===== src/rtl/usr_pkg.sv =====
// usr_pkg: shared encodings for the universal shift register command path.
//   - USR_SEL_* : register mode-select values driven on usr_sel
//   - CMD_*     : command op codes accepted on cmd_op
//   - usr_state_e : sequencer FSM states
package usr_pkg;

  localparam logic [1:0] USR_SEL_HOLD = 2'b00;
  localparam logic [1:0] USR_SEL_SHR  = 2'b01;
  localparam logic [1:0] USR_SEL_SHL  = 2'b10;
  localparam logic [1:0] USR_SEL_LOAD = 2'b11;

  localparam logic [1:0] CMD_LOAD = 2'b00;
  localparam logic [1:0] CMD_SHR  = 2'b01;
  localparam logic [1:0] CMD_SHL  = 2'b10;
  localparam logic [1:0] CMD_ROR  = 2'b11;

  typedef enum logic [1:0] {
    ST_IDLE  = 2'b00,
    ST_LOAD  = 2'b01,
    ST_SHIFT = 2'b10,
    ST_DONE  = 2'b11
  } usr_state_e;

endpackage


===== src/rtl/usr_seq_ctrl.sv =====
// usr_seq_ctrl: command sequencer for a universal shift register.
// Accepts one command (load / shift right / shift left / rotate right) over a
// valid/ready handshake, drives the register's mode and data lines for the
// required number of cycles, then pulses done for one cycle.
//
// Ports:
//   clk, rst          clock; asynchronous active-low reset
//   cmd_valid/ready   command handshake (ready only while idle)
//   cmd_op            00 load, 01 shift right, 10 shift left, 11 rotate right
//   cmd_cnt           shift cycles (ignored for load)
//   cmd_data          parallel load value
//   cmd_sin           serial fill bit for shifts
//   usr_q             register contents (rotate feedback / readback)
//   usr_sel           register mode: 00 hold, 01 shr, 10 shl, 11 load
//   usr_pin           parallel load data (0 when unused)
//   usr_sr_in         serial input at MSB for shift right (0 when unused)
//   usr_sl_in         serial input at LSB for shift left (0 when unused)
//   busy, done        command in progress / one-cycle completion pulse
//   rsp_data          (only with USR_SEQ_CTRL_READBACK_EN) usr_q captured at done
module usr_seq_ctrl
  import usr_pkg::*;
#(
  parameter int WIDTH = 4,
  parameter int CNT_W = 3
) (
  input  logic             clk,
  input  logic             rst,
  input  logic             cmd_valid,
  output logic             cmd_ready,
  input  logic [1:0]       cmd_op,
  input  logic [CNT_W-1:0] cmd_cnt,
  input  logic [WIDTH-1:0] cmd_data,
  input  logic             cmd_sin,
  input  logic [WIDTH-1:0] usr_q,
  output logic [1:0]       usr_sel,
  output logic [WIDTH-1:0] usr_pin,
  output logic             usr_sr_in,
  output logic             usr_sl_in,
  output logic             busy,
`ifdef USR_SEQ_CTRL_READBACK_EN
  output logic [WIDTH-1:0] rsp_data,
`endif
  output logic             done
);

  usr_state_e       state;
  logic [1:0]       op_r;
  logic [CNT_W-1:0] cnt_r;
  logic [WIDTH-1:0] data_r;
  logic             sin_r;

  always_ff @(posedge clk or negedge rst) begin
    if (!rst) begin
      state  <= ST_IDLE;
      op_r   <= CMD_LOAD;
      cnt_r  <= '0;
      data_r <= '0;
      sin_r  <= 1'b0;
    end else begin
      case (state)
        ST_IDLE: begin
          if (cmd_valid) begin
            op_r   <= cmd_op;
            data_r <= cmd_data;
            sin_r  <= cmd_sin;
            if (cmd_op == CMD_LOAD) begin
              cnt_r <= '0;
              state <= ST_LOAD;
            end else begin
              cnt_r <= cmd_cnt;
              state <= (cmd_cnt == '0) ? ST_DONE : ST_SHIFT;
            end
          end
        end
        ST_LOAD: state <= ST_DONE;
        ST_SHIFT: begin
          // cnt_r holds the shifts still to perform including this cycle.
          cnt_r <= cnt_r - CNT_W'(1);
          if (cnt_r == CNT_W'(1)) state <= ST_DONE;
        end
        ST_DONE: state <= ST_IDLE;
        default: state <= ST_IDLE;
      endcase
    end
  end

  always_comb begin
    cmd_ready = (state == ST_IDLE);
    busy      = (state != ST_IDLE);
    done      = (state == ST_DONE);
    usr_sel   = USR_SEL_HOLD;
    usr_pin   = '0;
    usr_sr_in = 1'b0;
    usr_sl_in = 1'b0;
    case (state)
      ST_LOAD: begin
        usr_sel = USR_SEL_LOAD;
        usr_pin = data_r;
      end
      ST_SHIFT: begin
        case (op_r)
          CMD_SHL: begin
            usr_sel   = USR_SEL_SHL;
            usr_sl_in = sin_r;
          end
          CMD_ROR: begin
            // LSB fed straight back to MSB gives a rotate on a shift-right mode.
            usr_sel   = USR_SEL_SHR;
            usr_sr_in = usr_q[0];
          end
          default: begin
            usr_sel   = USR_SEL_SHR;
            usr_sr_in = sin_r;
          end
        endcase
      end
      default: ;
    endcase
  end

`ifdef USR_SEQ_CTRL_READBACK_EN
  // usr_q already reflects the finished operation during the done cycle.
  always_ff @(posedge clk or negedge rst) begin
    if (!rst)                 rsp_data <= '0;
    else if (state == ST_DONE) rsp_data <= usr_q;
  end
`else
  logic unused_usr_q;
  assign unused_usr_q = ^usr_q[WIDTH-1:1];
`endif

endmodule


===== config.mk =====
export PLATFORM = sky130hd
export DESIGN_NAME = usr_seq_ctrl
export DESIGN_NICKNAME = d
export VERILOG_FILES = /design/src/rtl/usr_pkg.sv /design/src/rtl/usr_seq_ctrl.sv
export SDC_FILE = /design/constraint.sdc
export NUM_CORES = 1
export LEC_CHECK = 0
export ABC_AREA = 1
export CAP_MARGIN = 20
export CORE_UTILIZATION = 35
export CTS_BUF_LIST = sky130_fd_sc_hd__clkbuf_2 sky130_fd_sc_hd__clkbuf_4 sky130_fd_sc_hd__clkbuf_8
export CTS_CLUSTER_DIAMETER = 50
export CTS_CLUSTER_SIZE = 14
export DETAILED_ROUTE_END_ITERATION = 8
export DONT_BUFFER_PORTS = 1
export HOLD_SLACK_MARGIN = 0.03
export PLACE_DENSITY = 0.52
export SYNTH_ARGS = -nofsm -noshare
export SYNTH_HDL_FRONTEND = slang
export SYNTH_SLANG_ARGS = --single-unit

===== constraint.sdc =====
create_clock -name clk -period 3.9 [get_ports clk]
set_input_delay 0.78 -clock clk [delete_from_list [all_inputs] [get_ports clk]]
set_output_delay 0.78 -clock clk [all_outputs]
set_load 0.03 [all_outputs]

Yosys cells after proc, flatten, opt, wreduce, memory -nomap -nowiden
Cells that the tools add are included.
{ "classes": {"n_mux": 15, "n_reduce_logical": 8, "n_eq_ne": 8, "n_addsub": 1} }
{ "op_table": {"columns": ["cell", "n"], "rows": [
  ["2-bit equality test, second input constant", 4],
  ["2-bit two-way mux", 4],
  ["2-bit case mux with 4 select lines", 1],
  ["3-bit two-way mux", 2],
  ["3-bit case mux with 2 select lines", 1],
  ["2-bit AND reduction", 3],
  ["2-bit zero test", 2],
  ["1-bit two-way mux", 4],
  ["4-bit two-way mux", 1],
  ["2-bit != test, second input constant", 2],
  ["2-bit case mux with 2 select lines", 1],
  ["2-bit nonzero test", 2],
  ["3-bit by 1-bit equality test with 1-bit output, second input constant", 1],
  ["3-bit zero test", 1],
  ["3-bit by 1-bit subtractor with 3-bit output, second input constant", 1],
  ["2-bit by 1-bit equality test with 1-bit output, second input constant", 1],
  ["1-bit case mux with 2 select lines", 1]
]} }
{ "word_totals": {"output_inout_bits": 11, "wordCells": 37, "ff_bits": 12, "input_bits": 17} }

Longest topological paths before layout
{ "logic_depth": {"word_depth": 5, "ltp_mapped": 7, "ltp_nobuf": 7} }

Worst setup path before layout
OpenSTA, ideal clock, no wires.
{ "synth_timing": {"kind": "in2out", "start": "input usr_q[0]", "end": "output usr_sr_in", "slack_ns": 1.553, "t_arrival_ns": 1.567, "required_time_ns": 3.120, "path_stages": 2, "path_cell_list": "a21oi_1 > a211oi_1"} }
{ "synth_via": {"elab_chain_len": 2} }
{ "synth_rtl": {"columns": ["item", "line_no", "text"], "rows": [
  ["start: declaration", "usr_seq_ctrl.sv:34", "input logic [WIDTH-1:0] usr_q,"],
  ["1-bit case mux with 2 select lines", "usr_seq_ctrl.sv:101", "case (op_r)"],
  ["1-bit two-way mux", "usr_seq_ctrl.sv:95", "case (state)"],
  ["end: declaration", "usr_seq_ctrl.sv:37", "output logic usr_sr_in,"]
]} }
No other way between the ends.

Worst setup path in the final report
{ "layout_timing": {"start": "register state[0]", "end": "output usr_sr_in"} }
{ "layout_via": {"elab_chain_len": 2} }
{ "layout_rtl": {"columns": ["item", "line_no", "text"], "rows": [
  ["start: declaration", "usr_seq_ctrl.sv:46", "usr_state_e state;"],
  ["start signal: assignment", "usr_seq_ctrl.sv:71", "state <= (cmd_cnt == '0) ? ST_DONE : ST_SHIFT;"],
  ["2-bit equality test", "usr_seq_ctrl.sv:95", null],
  ["1-bit two-way mux", "usr_seq_ctrl.sv:95", null]
]} }
No other way between the ends.

==> results_dict.tcl <==
set metrics [dict create \
    clk_pin_slew_ps 70 \
    num_rows 16 \
    p_per_area_nw_per_um2 915 \
    final_hold_viol_count 0 \
    place.gp.congestion 0.729 \
    grt_pass1_wl_mm 2.73 \
    timing.reg2reg.setup_slack_ps 2130 \
    maxCapViolCount 0 \
    cts_hold_buf 0 \
    period_needed_ps 2790 \
    fillers 222 \
    grt_max_degree 13 \
    overflow 0 \
    slowest_stage "a211oi_1" \
    ys_ff_latch 12 \
    status "finished clean" \
    clk_path_buf_depth 2 \
    firstDrtPassIters 4 \
    final_core_util 0.411 \
    vias 627 \
    yosysSeqAreaShare 0.399 \
    synthesis.nets 132 \
    reg2reg_to "cnt_r[1]" \
    drcViolationCount 0 \
    end_kind "output pin" \
    tritoncts "yes" \
    die-area_um2 2340 \
    viasPerCell 4.51 \
    ys_types 14 \
    rsz0062_at_grt "false" \
    critical_path_required_ps 3120 \
    io_pins 28 \
    die_h_um 48.4 \
    vdd_drop_max_v 0.000509 \
    antenna_cells 0 \
    initial_utilization 0.376 \
    cp_num_buf_inv 2 \
    detail_route.wl_per_cell_um 10.8 \
    finalSetupViolCount 0 \
    critPathTopFamily "compound AO/OA/AOI/OAI gates" \
    worst_pin_slew_ps 987 \
    startpoint_type "flop" \
    path_max_fanout 7 \
    final_common_cell "nand2_1" \
    p_leak_nw 0.470 \
    arrival_ps 2010 \
    regToRegStartpoint "state[0]" \
    slew_headroom 0.338 \
    io_buffers 0 \
    max_freq_mhz 358 \
    drtIter0Drc 6 \
    die_w_um 48.4 \
    place_hpwl_mm 1.15 \
    numCtsBuffers 3 \
    ys.warnings.count 0 \
    root_buffer "clkbuf_4" \
    drive_gt1_frac 0.0804 \
    rr_worst_depth 7 \
    regArea_um2 300 \
    path_class "flop to output pin" \
    post-cts-setup-buffers 0 \
    core_um2 2000 \
    multiInputGateArea_um2 385 \
    final_cell_mix "nand2_1, inv_1, dfrtp_1, nor2_1" \
    cp_cell_sequence "inv_1 > ha_1 > inv_2 > a211oi_1" \
    postRouteAntennaNets 0 \
    area_growth_pct 9.30 \
    fin_crit_sh 0.716 \
    maxSlewViolCount 0 \
    slowest_delay_ps 830 \
    synth_cells 108 \
    grt_antenna_before_repair 0 \
    grt_usage 0.154 \
    total_power_mw 0.753 \
    finalSetupTns_ps 0 \
    grt_pass1_vias 609 \
    clock-sinks 12 \
    holdCritPathClass "input pin to asynchronous set/reset pin" \
    insertion_delay_ps 270 \
    synth_area_per_cell_um2 6.97 \
    cts_resized 0 \
    syn-cell-area_um2 753 \
    final_nets 137 \
    htree_num_levels 1 \
    routed_wl_mm 1.51 \
    finalClockSkew_ps 0.678 \
]
through the flow:
stage	worst slack [ps]	hold WS (ps)	instance area [um2]	std cells
final	1110	195	823	139
after global routing	995	165	823	139
after CTS	1110	182	823	139
after detailed placement	1430	466	787	135
after global placement	1440	464	787	135
after floorplan	1550	448	753	108
metal layers:
metal / up-vias / share of wire / GRT usage / routed length [um]
met4: 0 / 0.0086 / 0.0539 / 13
met2: 15 / 0.44 / 0.225 / 665
met5: - / 0 / 0 / 0
met1: 272 / 0.50 / 0.203 / 752
met3: 2 / 0.051 / 0.0660 / 77
li1: 338 / - / - / -
state kept, by name, indices dropped and copies added, names as in the netlist:
signal,cells
data_r,4
cnt_r,3
op_r,2
state,2
sin_r,1
Yosys cell counts:
library cell / number / share of area
or2_0: 1 / 0.0083
o21ai_2: 1 / 0.012
nand2_1: 44 / 0.22
inv_2: 3 / 0.015
inv_1: 15 / 0.075
o21ai_0: 7 / 0.047
ha_1: 7 / 0.12
nand2_2: 1 / 0.0083
a21oi_1: 4 / 0.027
nand3_1: 2 / 0.013
a211oi_1: 1 / 0.010
o21ai_1: 1 / 0.0066
dfrtp_1: 12 / 0.40
nor2_1: 9 / 0.045
report_power, final:
part | leakage, nW | internal (mW) | switching (mW)
combinational | 0.300 | 0.116 | 0.315
clock | 0.0210 | 0.0567 | 0.0414
sequential | 0.149 | 0.186 | 0.0379
how the worst max path moves through the flow:
stage,startpoint,to,depth (start not counted)
2_1_floorplan,usr_q[0],usr_sr_in,2
3_3_place_gp,state[0],usr_sr_in,4
3_5_place_dp,state[0],usr_sr_in,4
4_1_cts,state[0],usr_sr_in,4
5_1_grt,state[0],usr_sr_in,4
6_report,state[0],usr_sr_in,4
cell type report:
cell class              instances  share of cell area
multi-input cells              78               0.468
inverters                      18              0.0821
well taps                      27              0.0410
flip-flops and latches         12               0.365
clock buffers                   4              0.0441
kinds of logic (layout without fill, tap and decap cells):
| kind of cell | after synthesis | count (layout) | synth area share |
|---|---|---|---|
| DFF | 12 | 12 | 0.399 |
| AOI/OAI and AO/OA | 14 | 14 | 0.101 |
| buffers and inverters | 18 | 22 | 0.0897 |
| adders and majority gates | 7 | 7 | 0.116 |
| and+or+nand+nor | 57 | 57 | 0.294 |
No activity file was read; power rests on OpenSTA's default activity.
